==> src/rtl/wb_trace_tx.sv <==
// Debug trace transmitter: queues register write-back events in a FIFO and
// sends each as a 4-byte record (A5, name, data hi, data lo) over an 8N1 line.
module wb_trace_tx #(
  parameter int DATA_W       = 16,
  parameter int NAME_W       = 4,
  parameter int DEPTH        = 8,
  parameter int CLKS_PER_BIT = 868
) (
  input  logic                     clk,
  input  logic                     rst,
  input  logic                     en_i,
  input  logic                     wb_i,
  input  logic [NAME_W-1:0]        wb_rd_name_i,
  input  logic [DATA_W-1:0]        wb_rd_data_i,
  output logic                     tx_o,
  output logic                     busy_o,
  output logic                     overflow_o,
  output logic [$clog2(DEPTH):0]   count_o
);

  localparam int PTR_W  = $clog2(DEPTH);
  localparam int CNT_W  = PTR_W + 1;
  localparam int BAUD_W = $clog2(CLKS_PER_BIT);
  localparam int ENT_W  = NAME_W + DATA_W;
  localparam logic [BAUD_W-1:0] BAUD_LAST = BAUD_W'(CLKS_PER_BIT - 1);
  localparam logic [CNT_W-1:0]  CNT_FULL  = CNT_W'(DEPTH);
  localparam logic [7:0]        SYNC_BYTE = 8'hA5;

  typedef enum logic [1:0] {
    S_IDLE  = 2'd0,
    S_START = 2'd1,
    S_DATA  = 2'd2,
    S_STOP  = 2'd3
  } state_t;

  state_t             r_state;
  logic [ENT_W-1:0]   r_mem [DEPTH];
  logic [PTR_W-1:0]   r_wr_ptr;
  logic [PTR_W-1:0]   r_rd_ptr;
  logic [CNT_W-1:0]   r_count;
  logic [ENT_W-1:0]   r_rec;
  logic [7:0]         r_shift;
  logic [BAUD_W-1:0]  r_baud;
  logic [2:0]         r_bit;
  logic [1:0]         r_byte;
  logic               r_tx;
  logic               r_busy;
  logic               r_ovf;

  logic               w_push;
  logic               w_push_ok;
  logic               w_pop;
  logic               w_empty;
  logic               w_full;
  logic               w_baud_end;
  logic               w_tx_nxt;
  logic [ENT_W-1:0]   w_head;

  function automatic logic [7:0] rec_byte(input logic [ENT_W-1:0] rec, input logic [1:0] idx);
    case (idx)
      2'd0:    rec_byte = SYNC_BYTE;
      2'd1:    rec_byte = 8'(rec[ENT_W-1:DATA_W]);
      2'd2:    rec_byte = rec[15:8];
      default: rec_byte = rec[7:0];
    endcase
  endfunction

  assign w_empty    = (r_count == '0);
  assign w_full     = (r_count == CNT_FULL);
  assign w_baud_end = (r_baud == BAUD_LAST);
  assign w_head     = r_mem[r_rd_ptr];
  assign w_push     = wb_i & en_i;
  // A pop happens either from IDLE or directly at the end of the last stop bit.
  assign w_pop      = !w_empty & ((r_state == S_IDLE) |
                      ((r_state == S_STOP) & w_baud_end & (r_byte == 2'd3)));
  assign w_push_ok  = w_push & (!w_full | w_pop);

  always_comb begin
    case (r_state)
      S_START: w_tx_nxt = 1'b0;
      S_DATA:  w_tx_nxt = r_shift[r_bit];
      default: w_tx_nxt = 1'b1;
    endcase
  end

  always_ff @(posedge clk) begin
    if (w_push_ok) begin
      r_mem[r_wr_ptr] <= {wb_rd_name_i, wb_rd_data_i};
    end
  end

  always_ff @(posedge clk or posedge rst) begin
    if (rst) begin
      r_wr_ptr <= '0;
      r_rd_ptr <= '0;
      r_count  <= '0;
      r_ovf    <= 1'b0;
    end else begin
      if (w_push_ok) r_wr_ptr <= r_wr_ptr + PTR_W'(1);
      if (w_pop)     r_rd_ptr <= r_rd_ptr + PTR_W'(1);
      if (w_push & !w_push_ok) r_ovf <= 1'b1;
      case ({w_push_ok, w_pop})
        2'b10:   r_count <= r_count + CNT_W'(1);
        2'b01:   r_count <= r_count - CNT_W'(1);
        default: r_count <= r_count;
      endcase
    end
  end

  // Line and busy are registered from the current state, so both lag the FSM by one clock.
  always_ff @(posedge clk or posedge rst) begin
    if (rst) begin
      r_state <= S_IDLE;
      r_rec   <= '0;
      r_shift <= 8'h00;
      r_baud  <= '0;
      r_bit   <= 3'd0;
      r_byte  <= 2'd0;
      r_tx    <= 1'b1;
      r_busy  <= 1'b0;
    end else begin
      r_tx   <= w_tx_nxt;
      r_busy <= (r_state != S_IDLE) | !w_empty;
      case (r_state)
        S_IDLE: begin
          r_baud <= '0;
          if (!w_empty) begin
            r_rec   <= w_head;
            r_shift <= SYNC_BYTE;
            r_byte  <= 2'd0;
            r_state <= S_START;
          end
        end
        S_START: begin
          if (w_baud_end) begin
            r_baud  <= '0;
            r_bit   <= 3'd0;
            r_state <= S_DATA;
          end else begin
            r_baud <= r_baud + BAUD_W'(1);
          end
        end
        S_DATA: begin
          if (w_baud_end) begin
            r_baud <= '0;
            if (r_bit == 3'd7) r_state <= S_STOP;
            else               r_bit   <= r_bit + 3'd1;
          end else begin
            r_baud <= r_baud + BAUD_W'(1);
          end
        end
        S_STOP: begin
          if (w_baud_end) begin
            r_baud <= '0;
            if (r_byte != 2'd3) begin
              r_byte  <= r_byte + 2'd1;
              r_shift <= rec_byte(r_rec, r_byte + 2'd1);
              r_state <= S_START;
            end else if (!w_empty) begin
              r_rec   <= w_head;
              r_shift <= SYNC_BYTE;
              r_byte  <= 2'd0;
              r_state <= S_START;
            end else begin
              r_state <= S_IDLE;
            end
          end else begin
            r_baud <= r_baud + BAUD_W'(1);
          end
        end
        default: r_state <= S_IDLE;
      endcase
    end
  end

  assign tx_o       = r_tx;
  assign busy_o     = r_busy;
  assign overflow_o = r_ovf;
  assign count_o    = r_count;

endmodule

==> config.mk <==
export PLATFORM = sky130hd
export DESIGN_NAME = wb_trace_tx
export DESIGN_NICKNAME = d
export VERILOG_FILES = /design/src/rtl/wb_trace_tx.sv
export SDC_FILE = /design/constraint.sdc
export NUM_CORES = 1
export LEC_CHECK = 0
export BUFFER_PORTS_ARGS = -buffer_cell sky130_fd_sc_hd__buf_2
export CORE_MARGIN = 2
export CORE_UTILIZATION = 35
export CTS_CLUSTER_DIAMETER = 30
export DETAILED_ROUTE_END_ITERATION = 6
export GPL_ROUTABILITY_DRIVEN = 0
export GPL_TIMING_DRIVEN = 0
export PLACE_DENSITY = 0.53
export SETUP_SLACK_MARGIN = 0.02
export SLEW_MARGIN = 10
export SYNTH_ARGS = -nofsm -noshare
export SYNTH_HDL_FRONTEND = slang
export SYNTH_SLANG_ARGS = --single-unit
==> constraint.sdc <==
create_clock -name clk -period 4.35 [get_ports clk]
set_input_delay 0 -clock clk [delete_from_list [all_inputs] [get_ports clk]]
set_output_delay 0 -clock clk [all_outputs]
set_load 0.02 [all_outputs]
== After elaboration in Yosys (flattened, before gate mapping) ==
Memories as Yosys holds them, arrays and structs flattened.
Index checks and enable logic that the tools add are counted.
Operators by class
  eq/ne operators: 19
  bitwise gates (word level): 9
  $lt $le $gt $ge: 1
  reductions and logical operators: 15
  multiplexer cells: 33
  $add $sub $neg: 7
Operators with widths (number)
  20-bit two-way mux: 3
  20-bit case mux with 2 select lines: 1
  8-bit two-way mux: 3
  8-bit case mux with 3 select lines: 1
  10-bit case mux with 2 select lines: 1
  2-bit two-way mux: 8
  2-bit != test, second input constant: 8
  8-bit case mux with 2 select lines: 1
  10-bit by 1-bit adder with 10-bit output, second input constant: 1
  10-bit == test, second input constant: 1
  2-bit == test, second input constant: 5
  10-bit two-way mux: 1
  3-bit by 1-bit adder with 3-bit output, second input constant: 3
  3-bit two-way mux: 3
  2-bit case mux with 4 select lines: 1
  4-bit case mux with 2 select lines: 1
  2-bit nonzero test: 4
  1-bit AND: 6
  2-bit by 1-bit == test with 1-bit output, second input constant: 3
  3-bit case mux with 2 select lines: 1
  1-bit two-way mux: 5
  5-bit AND reduction: 1
  4-bit by 1-bit adder with 4-bit output, second input constant: 1
  4-bit == test, second input constant: 1
  15 further kinds: 20
Word-level totals
  register bits: 58
  output and inout bits: 7
  memories: 1
  logic and storage cells: 97
  RAM bits: 160
  bits of input ports: 24
Memory list
  r_mem: depth 8, width 20, read ports 1, clocked after Yosys merged registers in 0, write ports 1, line 37  | logic [ENT_W-1:0] r_mem [DEPTH];

== Longest topological paths before layout ==
Gate-level depths: netlist of run 1.
  word-level depth: 9
  gate-level depth with buffers: 10
  gate-level depth less buffers: 10

== Least setup slack after synthesis of run 1 ==
Ideal clock, no wire load.
  path type: register -> register
  start point: register r_baud[4]
  end point: memory r_mem[2][0] (netlist name), enable pin
  setup time: 0.455 ns
  arrival: 3.685 ns
  clock period less this slack: 4.141 ns
  stages on the path, launching flop included: 6
  path buffers: 1
  setup slack: 0.209 ns
  required time: 3.895 ns
  cell sequence: dfrtp_1 buf_6 or3_4 nor4_4 o211ai_2 nor4b_1
On the way
  cells in the longest elaborated chain, start to end: 9
Ends and longest elaborated chain
  from (decl): line 43  | logic [BAUD_W-1:0] r_baud;
  from (signal assigned): line 140  | r_baud <= r_baud + BAUD_W'(1);
  from (signal assigned): line 149  | r_baud <= r_baud + BAUD_W'(1);
  from (signal assigned): line 168  | r_baud <= r_baud + BAUD_W'(1);
  10-bit == test: line 70  | assign w_baud_end = (r_baud == BAUD_LAST);
  1-bit AND (2 in a row): line 75  | ((r_state == S_STOP) & w_baud_end & (r_byte == 2'd3)));
  1-bit OR: line 74  | assign w_pop = !w_empty & ((r_state == S_IDLE) |
  1-bit AND: line 74
  1-bit OR: line 76  | assign w_push_ok = w_push & (!w_full | w_pop);
  1-bit AND: line 76
  1-bit two-way mux: line 87  | if (w_push_ok) begin
  1-bit two-way mux (implied by the code): line 88  | r_mem[r_wr_ptr] <= {wb_rd_name_i, wb_rd_data_i};
  to (decl): line 37
No other way between the ends.

== Worst setup path in the final report of run 1 ==
  start point: register r_baud[0]
  end point: memory r_mem[2][9] (netlist name), enable pin
Same word-level chain as after synthesis.

==> impl_metrics.py, run 1 <==
metrics = {
    "logic_synthesis": {
        "synthTopCellsByArea": "sky130_fd_sc_hd__edfxtp_1, sky130_fd_sc_hd__dfrtp_1, sky130_fd_sc_hd__mux4_2",
        "yosys.area.top_type_share_pct": 53.3,
        "ys_async_sr_fraction_pct": 26.6,
        "sequential_cell_area_fraction_in_the_yosys_report_pct": 69.4,
        "synth_flop_cell": "sky130_fd_sc_hd__edfxtp_1",
        "synth_cells": 478,
        "synth_top_family_by_area": "multiplexers",
        "number_of_register_bits_inferred_by_synthesis": 218,
        "yosys-mux-area-fraction_pct": 17.3,
        "synth-xor-area-share_pct": 1.36,
        "post_synth_and_or_nand_nor_area_fraction_pct": 3.90,
        "yosysMostFrequentCell": "sky130_fd_sc_hd__edfxtp_1",
        "synth_compound_gate_area_share_pct": 3.86,
        "synth_commonest_cells": "sky130_fd_sc_hd__edfxtp_1, sky130_fd_sc_hd__dfrtp_1, sky130_fd_sc_hd__mux4_2, sky130_fd_sc_hd__mux2_2, sky130_fd_sc_hd__mux2_4",
        "yosysUniqueCellTypes": 52,
        "synth-adder-area-share_pct": 2.58,
        "synth-edff-count": 160,
        "syn-num-nets": 520,
        "synth_warnings": 0,
        "yosysTopAreaCell": "sky130_fd_sc_hd__edfxtp_1",
        "post_synth_instance_area_um2": 9020,
        "syn_area_per_cell_um2": 18.9,
    },
    "die": {
        "floorplan.die_area_um2": 27100,
        "pin_count": 31,
        "std_cell_rows": 58,
        "floorplan.initialDensity_pct": 35.7,
        "die_y_um": 165,
        "dieWidth_um": 165,
        "core_um2": 25300,
    },
    "setup_path": {
        "cp.arrival_ns": 3.68,
        "r2r_setup_slack_ns": 0.90,
        "critical_path_cell_sequence": "ha_1 -> nand4b_1 -> nor4_4 -> o211ai_2 -> nor4b_2 -> buf_2 -> buf_6 -> buf_4",
        "worst_ep_required_ns": 4.59,
        "critical_path.endpoint_type": "flop",
        "reg2regPathDepth": 8,
        "reg2reg_to": "r_mem[2][9]",
        "critPathMaxFanout": 7,
        "critPathMaxStageDelay_ns": 0.74,
        "worst_flop_to_flop_path_startpoint": "r_baud[0]",
        "timing.setup.critical_path_class": "flop to flop",
        "critical-path-slowest-cell": "sky130_fd_sc_hd__nor4b_2",
        "crit_path_start_kind": "flop",
    },
    "sta": {
        "timing.setup.tns_ns": 0,
        "timing_max_transition_violations_final": 0,
        "fin_crit_ns": 3.45,
        "grt_setup_unrepaired": "no",
        "timing.slew.headroom_pct": 43.4,
        "clock_skew_ns": 0.0390,
        "post-route-period-util_pct": 79.2,
        "report.final.setup_viol": 0,
        "timing.fmax_ghz": 0.290,
        "hold_viol": 0,
        "worst_pin_slew_ns": 0.844,
    },
    "routing": {
        "post_drt_wl_per_cell_um": 19.5,
        "vias": 4804,
        "detailedRoute.firstIterationViolations": 257,
        "drtPass1Iterations": 4,
        "postRouteWirelength_mm": 18.9,
        "vias_per_cell": 4.96,
        "detail-route-antenna-nets": 0,
        "drt_drc_violations_left": 0,
    },
    "pwr": {
        "power.density_cell_area_nw_per_um2": 562,
        "p_leak_nw": 4.36,
        "max-vdd-ir-drop_mv": 0.401,
    },
    "clock_network": {
        "clock_path_buffers": 3,
        "cts-root-buf": "sky130_fd_sc_hd__clkbuf_16",
        "cts.sinks": 218,
        "htree_num_levels": 2,
        "tritoncts.num_buffers": 45,
        "cts_tree": "done",
        "worst_skew_pair.late_latency_ns": 0.55,
        "post_cts_resize_count": 0,
        "clkTransAtPathRegs_ns": 0.04,
    },
    "global_route": {
        "globalRouteTotalUtil_pct": 14.8,
        "grt_antenna_before_repair": 0,
        "grt_start_max_net_pins": 38,
        "grt_pass1_vias": 5187,
        "grt_overflow": 0,
        "grt_pass1_wl_mm": 29.7,
    },
    "finish": {
        "fill_cells": 2161,
        "area_growth_pct": 29.9,
        "layout-drive-gt1-share_pct": 37.5,
        "nNetsFinal": 643,
        "antennaDiodeCount": 0,
        "post_layout_nonfiller_instances": 968,
    },
    "run": {
        "cap_violations": 0,
    },
    "hold_path": {
        "worstHoldPathType": "primary input to asynchronous set/reset pin",
    },
    "outcome": {
        "status": "completed",
    },
    "placed_design": {
        "post-dp-hpwl_mm": 12.5,
        "placedCellCount": 860,
        "numPortBuffers": 30,
    },
}
==> critical path, delay by kind of cell (launching register included) <==
family          cells  cell delay (ns)
flops               1             0.38
fa+ha+maj           1             0.23
compound gates      1             0.31
buf+inv             3             0.67
simple gates        3             1.56
==> per-stage QoR <==
stage	utilization (%)	instance area (µm²)	hold slack, ns	total power, mW	setup slack, ns
finish	46.4	11700	0.0506	6.58	0.904
global placement	37.9	9580	0.257	2.88	-2.56
global route	46.4	11700	0.106	6.81	0.663
detailed placement	38.9	9820	0.0502	2.95	0.851
CTS	46.4	11700	0.0397	6.65	0.798
floorplan	-	9020	0.0989	2.74	0.209
==> flip-flops by register name (all words and copies together), names as in the netlist <==
| name | cells |
|---|---|
| r_mem | 160 |
| r_baud | 10 |
| r_state | 2 |
| count_o | 4 |
| r_rec | 20 |
| r_shift | 8 |
| r_bit | 3 |
| busy_o | 1 |
| tx_o | 1 |
| r_rd_ptr | 3 |
| r_byte | 2 |
| overflow_o | 1 |
| r_wr_ptr | 3 |
==> cell type report <==
type                       count  area, µm²  area share [%]
inverter                      11       41.3           0.352
multi-input combinational    230       2660            22.7
clock buffer                  55       1220            10.4
sequential                   218       6260            53.4
tap                          330        413            3.52
clock inverter                29        440            3.76
timing repair buffer          76        583            4.98
buffer                        19        105           0.897
==> worst max path at each step <==
stage,startpoint,to,slack (ns),depth (start not counted)
finish,r_baud[0],r_mem[2][9],0.90,8
detailed placement,r_baud[0],r_mem[2][9],0.85,8
global placement,r_baud[0],r_mem[2][10],-2.56,5
floorplan,r_baud[4],r_mem[2][0],0.21,5
CTS,r_baud[0],r_mem[2][9],0.80,8
global route,r_baud[0],r_mem[2][9],0.66,8
==> where the power goes <==
part           internal (mW)  leakage, nW  total, mW  switching [mW]
logic                  0.194         1.41      0.452           0.258
registers               2.40         2.14       2.48          0.0836
clock network           2.54        0.807       3.65            1.11
total                   5.13         4.36       6.58            1.45
==> layout by cell type, fill, tap and decap left out, types with 5 or more instances in the layout <==
| master | netlist | layout |
|---|---|---|
| sky130_fd_sc_hd__a22o_1 | 7 | 7 |
| sky130_fd_sc_hd__a22oi_1 | 6 | 6 |
| sky130_fd_sc_hd__buf_2 | 4 | 37 |
| sky130_fd_sc_hd__buf_4 | 0 | 12 |
| sky130_fd_sc_hd__buf_6 | 3 | 9 |
| sky130_fd_sc_hd__bufinv_16 | 0 | 9 |
| sky130_fd_sc_hd__clkbuf_1 | 7 | 14 |
| sky130_fd_sc_hd__clkbuf_16 | 0 | 47 |
| sky130_fd_sc_hd__clkinv_2 | 0 | 8 |
| sky130_fd_sc_hd__dfrtp_1 | 57 | 57 |
| sky130_fd_sc_hd__dlygate4sd3_1 | 0 | 24 |
| sky130_fd_sc_hd__edfxtp_1 | 160 | 160 |
| sky130_fd_sc_hd__ha_1 | 17 | 17 |
| sky130_fd_sc_hd__inv_1 | 11 | 10 |
| sky130_fd_sc_hd__mux2_2 | 23 | 23 |
| sky130_fd_sc_hd__mux2_4 | 21 | 21 |
| sky130_fd_sc_hd__mux4_2 | 42 | 42 |
| sky130_fd_sc_hd__nand2_1 | 11 | 11 |
| sky130_fd_sc_hd__nand3_1 | 6 | 6 |
| sky130_fd_sc_hd__nor2_1 | 16 | 15 |
| sky130_fd_sc_hd__o21ai_0 | 5 | 5 |
| sky130_fd_sc_hd__xnor2_1 | 6 | 6 |
| sky130_fd_sc_hd__xor2_1 | 8 | 8 |
==> cells by family (layout without fill, tap and decap cells) <==
logic type	after synthesis	after routing
and+or+nand+nor	63	63
adders and majority gates	18	18
buffers and inverters	30	190
xor gates and xnor gates	14	14
AOI/OAI and AO/OA	45	45
DFF	218	218
muxes	90	90
==> per-layer routing <==
| layer | vias up | share of wire, % | track usage, % |
|---|---|---|---|
| li1 | 2191 | - | - |
| met1 | 2478 | 44 | 19.1 |
| met2 | 100 | 50 | 25.0 |
| met3 | 35 | 3.5 | 2.84 |
| met4 | 0 | 2.4 | 4.90 |
| met5 | - | 0 | 0 |
==> what timing repair did <==
item                                   CTS  global route
endpoints found under the hold margin  221             0
setup buffers                            0             0
hold buffers                            24             0
Power figures use the tool's default switching activity.
==> run 2: changes to the inputs <==
- PLACE_DENSITY: 0.53 -> 0.51
- clock period: 4.35 -> 3.2 ns (I/O delays scaled with it)
==> run 2 against run 1 <==
Effect of this change:
- setup slack worse by 0.90 ns
- power up 35%
- clock skew down 0.0073 ns
- clock power rose by 34%
- critical endpoint is now count_o[3]
- highest routed layer unchanged
==> impl_metrics.py, run 2 (synthesized netlist as in run 1, its figures left out) <==
metrics = {
    "die": {
        "dieWidth_um": 165,
        "floorplan.initialDensity_pct": 35.7,
        "floorplan.die_area_um2": 27100,
        "pin_count": 31,
        "core_um2": 25300,
        "die_y_um": 165,
        "std_cell_rows": 58,
    },
    "sta": {
        "timing.slew.headroom_pct": 39.4,
        "fin_crit_ns": 3.19,
        "report.final.setup_viol": 0,
        "hold_viol": 0,
        "clock_skew_ns": 0.0317,
        "setup_slack_ns": 0.00704,
        "grt_setup_unrepaired": "yes",
        "timing.fmax_ghz": 0.313,
        "finalHoldWorstSlack_ns": 0.132,
        "post-route-period-util_pct": 99.8,
        "timing_max_transition_violations_final": 0,
        "worst_pin_slew_ns": 0.904,
    },
    "placed_design": {
        "dp_slack_ns": -0.208,
        "placedCellCount": 858,
        "numPortBuffers": 30,
        "post-dp-hpwl_mm": 12.7,
    },
    "outcome": {
        "status": "completed",
    },
    "routing": {
        "met2_wirelength_mm": 9.80,
        "routed_length_on_met1_mm": 8.20,
        "detail-route-antenna-nets": 0,
        "routed-wl-met3_um": 874,
        "vias_per_cell": 4.99,
        "postRouteWirelength_mm": 19.3,
        "detailedRoute.firstIterationViolations": 370,
        "drt_drc_violations_left": 0,
        "dr.max_layer_used": "met4",
        "drtPass1Iterations": 6,
        "post_drt_wl_per_cell_um": 19.7,
        "vias": 4882,
    },
    "hold_path": {
        "worstHoldPathType": "primary input to asynchronous set/reset pin",
    },
    "finish": {
        "fill_cells": 2182,
        "nNetsFinal": 650,
        "antennaDiodeCount": 0,
        "largest_register_ffs": 160,
        "mostFrequentLayoutCells": "sky130_fd_sc_hd__edfxtp_1, sky130_fd_sc_hd__dfrtp_1, sky130_fd_sc_hd__clkbuf_16, sky130_fd_sc_hd__mux4_2, sky130_fd_sc_hd__buf_2",
        "registers_with_the_highest_flip_flop_counts": "r_mem: 160 flops, r_rec: 20 flops, r_baud: 10 flops",
        "post_layout_nonfiller_instances": 978,
        "area_growth_pct": 30.8,
        "top_register": "r_mem",
        "fin_util_pct": 46.7,
        "most_common_library_cell_in_the_layout_ignoring_fill_and_taps": "sky130_fd_sc_hd__edfxtp_1",
        "layout-drive-gt1-share_pct": 38.4,
    },
    "setup_path": {
        "critPathMaxFanout": 7,
        "worst_setup_path_start": "r_baud[4]",
        "crit_path_start_kind": "flop",
        "worst_flop_to_flop_path_startpoint": "r_baud[4]",
        "cp.arrival_ns": 3.60,
        "worst_ep_required_ns": 3.61,
        "timing.setup.critical_path_class": "flop to flop",
        "critical_path.endpoint_type": "flop",
    },
    "clock_network": {
        "clkTransAtPathRegs_ns": 0.04,
        "worst_skew_pair.late_latency_ns": 0.55,
        "cts.sinks": 218,
        "htree_num_levels": 2,
        "cts-root-buf": "sky130_fd_sc_hd__clkbuf_16",
        "clock_path_buffers": 3,
        "cts_tree": "done",
        "tritoncts.num_buffers": 48,
    },
    "pwr": {
        "max-vdd-ir-drop_mv": 0.356,
        "p_leak_nw": 4.38,
        "power.density_cell_area_nw_per_um2": 755,
    },
    "global_route": {
        "grt_antenna_before_repair": 0,
        "grt_overflow": 0,
        "grt_start_max_net_pins": 31,
        "grt_pass1_wl_mm": 30.4,
        "globalRouteTotalUtil_pct": 15.1,
        "grt_pass1_vias": 5253,
    },
    "run": {
        "cap_violations": 0,
    },
}
run 2: cell types whose count changed in the layout (fill, tap and decap cells not counted), sizes merged:
| cell | before | now |
|---|---|---|
| buf | 63 | 67 |
| bufinv | 9 | 5 |
| clkbuf | 62 | 67 |
| clkinv | 13 | 16 |
| clkinvlp | 2 | 7 |
| inv | 16 | 13 |
run 2: final timing paths:
path / end / slack [ns] / depth (start not counted)
min in group clk: r_mem[2][11] / 0.26 / 2
worst min-delay path: count_o[3] / 0.13 / 3
worst max-delay path: count_o[3] / 0.007 / 12
worst max register to register: count_o[3] / 0.007 / 12
worst min register to register: r_baud[0] / 0.49 / 1
max in group asynchronous: tx_o / 2.41 / 4
run 2: area by class of cell:
type,instances,area [µm²],share of cell area [%]
Buffer,19,105,0.891
Clock buffer,60,1320,11.2
Clock inverter,30,348,2.95
Inverter,11,41.3,0.350
Multi-Input combinational cell,230,2690,22.8
Sequential cell,218,6260,53.0
Tap cell,330,413,3.50
Timing Repair Buffer,80,623,5.28
run 2: timing repair:
action / CTS / global route
endpoints found under the setup margin: 79 / 80
buffers inserted: 3 / 3
hold buffers: 24 / 0
endpoints found under the hold margin: 191 / 0
pin swaps: 1 / 2
resized for setup: 1 / 4
run 2: report_power, final:
part | leakage [nW] | switching, mW | total [mW] | internal, mW
logic | 1.45 | 0.363 | 0.639 | 0.276
clock network | 0.794 | 1.56 | 4.89 | 3.33
registers | 2.14 | 0.121 | 3.38 | 3.26
total | 4.38 | 2.05 | 8.91 | 6.86
run 2: worst max-delay path, stage by stage, from the launching register on:
cell and delay [ns]:
sky130_fd_sc_hd__dfrtp_1 0.36, sky130_fd_sc_hd__buf_6 0.13, sky130_fd_sc_hd__or3_4 0.42, sky130_fd_sc_hd__nor4_4 0.26, sky130_fd_sc_hd__buf_4 0.20, sky130_fd_sc_hd__buf_4 0.12
sky130_fd_sc_hd__o21a_1 0.20, sky130_fd_sc_hd__ha_2 0.26, sky130_fd_sc_hd__ha_1 0.24, sky130_fd_sc_hd__a21o_1 0.21, sky130_fd_sc_hd__a2111oi_1 0.40, sky130_fd_sc_hd__nand4b_1 0.18
sky130_fd_sc_hd__nand3_1 0.07
run 2: routing by layer:
| metal | vias up | global-route usage, % |
|---|---|---|
| li1 | 2202 | - |
| met1 | 2534 | 19.0 |
| met2 | 110 | 25.6 |
| met3 | 36 | 3.57 |
| met4 | 0 | 5.34 |
| met5 | - | 0 |
run 2: stage by stage:
step	setup TNS [ns]	area [µm²]	power (mW)
finish	0	11800	8.91
floorplan	-66.26	9020	3.73
global route	-0.289	11800	9.23
detailed placement	-4.89	9820	4.02
CTS	-0.301	11800	8.99
global placement	-396.62	9590	3.92
==> run 3: changes to the inputs <==
- CORE_MARGIN: 2 -> 3
==> run 3 against run 2 <==
Effect of this change:
- maximum frequency is 6.0% higher
- sequential power about the same
- clock skew shrank 0.0089 ns
- non-clock buffer count increased by 1
- highest routed layer unchanged
- utilization fell by 0.14 points
- global-route usage decreased by 1.2 points
- sequential share of layout area grew 0.16 points
==> impl_metrics.py, run 3 (synthesized netlist as in run 1, its figures left out) <==
metrics = {
    "sta": {
        "fin_crit_ns": 3.01,
        "timing_max_transition_violations_final": 0,
        "report.final.setup_viol": 0,
        "grt_setup_unrepaired": "no",
        "clock_skew_ns": 0.0228,
        "timing.slew.headroom_pct": 37.9,
        "hold_viol": 0,
        "timing.fmax_ghz": 0.332,
        "post-route-period-util_pct": 94.1,
        "worst_pin_slew_ns": 0.931,
        "setup_slack_ns": 0.188,
    },
    "pwr": {
        "p_leak_nw": 4.37,
        "power.sequential.fraction_pct": 38.2,
        "comb_power_share_pct": 7.3,
        "total_power_mw": 8.83,
        "switching_share_pct": 22.0,
        "share_of_total_power_in_the_clock_network_pct": 54.5,
        "power.density_cell_area_nw_per_um2": 751,
        "p_sw_mw": 1.94,
        "p_int_mw": 6.89,
        "max-vdd-ir-drop_mv": 0.447,
    },
    "global_route": {
        "grt_start_max_net_pins": 34,
        "grt_pass1_vias": 5291,
        "grt_antenna_before_repair": 0,
        "globalRouteTotalUtil_pct": 13.9,
        "grt_pass1_wl_mm": 30.2,
        "grt_overflow": 0,
    },
    "placed_design": {
        "post-dp-hpwl_mm": 12.4,
        "numPortBuffers": 30,
        "dp_slack_ns": -0.237,
    },
    "routing": {
        "detailedRoute.firstIterationViolations": 254,
        "drtPass1Iterations": 4,
        "postRouteWirelength_mm": 18.8,
        "detail-route-antenna-nets": 0,
        "vias_per_cell": 4.91,
        "vias": 4773,
        "drt_drc_violations_left": 0,
        "post_drt_wl_per_cell_um": 19.3,
    },
    "clock_network": {
        "cts_tree": "done",
        "htree_num_levels": 2,
        "cts.sinks": 218,
        "cts-root-buf": "sky130_fd_sc_hd__clkbuf_16",
        "worst_skew_pair.late_latency_ns": 0.53,
        "clkTransAtPathRegs_ns": 0.04,
        "clock_path_buffers": 3,
        "tritoncts.num_buffers": 46,
    },
    "die": {
        "std_cell_rows": 58,
        "die_y_um": 167,
        "dieWidth_um": 167,
        "core_um2": 25300,
        "pin_count": 31,
        "floorplan.initialDensity_pct": 35.7,
        "floorplan.die_area_um2": 27700,
    },
    "setup_path": {
        "crit_path_start_kind": "flop",
        "critical_path_cell_sequence": "buf_6 -> or3_4 -> nor4_4 -> buf_6 -> buf_4 -> o21a_2 -> ha_4 -> ha_1 -> a21o_1 -> a2111oi_2 -> nand4b_1 -> nand3_1",
        "timing.setup.critical_path_class": "flop to flop",
        "cp.arrival_ns": 3.41,
        "worst_ep_required_ns": 3.60,
        "path_buf_inv": 3,
        "critPathMaxFanout": 7,
        "cp_top_family": "simple AND/OR/NAND/NOR gates",
        "critical-path-slowest-cell": "sky130_fd_sc_hd__or3_4",
        "path_depth": 12,
        "reg2regPathDepth": 12,
        "crit_top_cell": "sky130_fd_sc_hd__buf_6",
        "critPathMaxStageDelay_ns": 0.42,
        "critical_path.endpoint_type": "flop",
    },
    "finish": {
        "area_growth_pct": 30.4,
        "fill_cells": 2212,
        "most_common_library_cell_in_the_layout_ignoring_fill_and_taps": "sky130_fd_sc_hd__edfxtp_1",
        "mostFrequentLayoutCells": "sky130_fd_sc_hd__edfxtp_1, sky130_fd_sc_hd__dfrtp_1, sky130_fd_sc_hd__clkbuf_16, sky130_fd_sc_hd__mux4_2, sky130_fd_sc_hd__buf_2",
        "registers_with_the_highest_flip_flop_counts": "r_mem: 160 flops, r_rec: 20 flops, r_baud: 10 flops",
        "antennaDiodeCount": 0,
        "largest_register_ffs": 160,
        "nNetsFinal": 649,
        "layout-drive-gt1-share_pct": 38.3,
        "top_register": "r_mem",
    },
    "outcome": {
        "status": "completed",
    },
    "run": {
        "cap_violations": 0,
    },
    "hold_path": {
        "worstHoldPathType": "primary input to asynchronous set/reset pin",
    },
}
## run 3: what timing repair did
action,CTS,global route
setup buffers,2,4
endpoints found under the hold margin,218,0
resized for setup,1,9
pin swaps,1,3
hold buffers,24,0
gates cloned,0,0
endpoints found under the setup margin,50,37
## run 3: power by group through the flow
stage / Clock (mW) / Combinational [mW] / Sequential, mW
2_1_floorplan: 0 / 0.302 / 3.43
6_report: 4.81 / 0.645 / 3.38
3_5_place_dp: 0 / 0.603 / 3.42
5_1_grt: 5.05 / 0.713 / 3.39
3_3_place_gp: 0 / 0.511 / 3.41
4_1_cts: 4.92 / 0.643 / 3.37
## run 3: path summary, 6_finish.rpt
check	startpoint	end	slack, ns
max reg2reg	r_baud[4]	count_o[3]	0.19
max in group asynchronous	rst	r_shift[1]	2.52
min in group clk	wb_rd_name_i[0]	r_mem[5][16]	0.28
max	r_baud[4]	count_o[3]	0.19
min	rst	r_wr_ptr[1]	0.09
min reg2reg	r_shift[6]	r_shift[6]	0.49
## run 3: worst min-delay path: cells and delay by family
kind | cells | cell delay [ns]
buffers and inverters | 3 | 1.07
## run 3: final cells by class
class	count	area, µm²	share of cell area, %
flip-flops and latches	218	6260	53.2
multi-input cells	230	2710	23.1
clock buffers	53	1220	10.4
repair buffers	81	627	5.33
well taps	330	413	3.51
clock inverters	30	390	3.32
plain buffers	19	105	0.894
inverters	11	41.3	0.351
## run 3: per-stage QoR
| stage | hold slack [ns] | util (%) | std cells | setup TNS [ns] | instance area (µm²) |
|---|---|---|---|---|---|
| after floorplan | 0.0989 | - | 478 | -66.26 | 9020 |
| final | 0.0864 | 46.6 | 972 | 0 | 11800 |
| after CTS | 0.0922 | 46.3 | 968 | 0 | 11700 |
| after global placement | 0.258 | 38.0 | 838 | -404.53 | 9590 |
| after global routing | 0.135 | 46.6 | 972 | 0 | 11800 |
| after detailed placement | 0.0992 | 38.9 | 859 | -2.88 | 9820 |
## run 3: routing by layer
metal | track usage (%) | wire length (µm)
met2 | 23.4 | 9470
met1 | 18.1 | 8120
met5 | 0 | 0
met3 | 3.13 | 779
met4 | 4.63 | 415
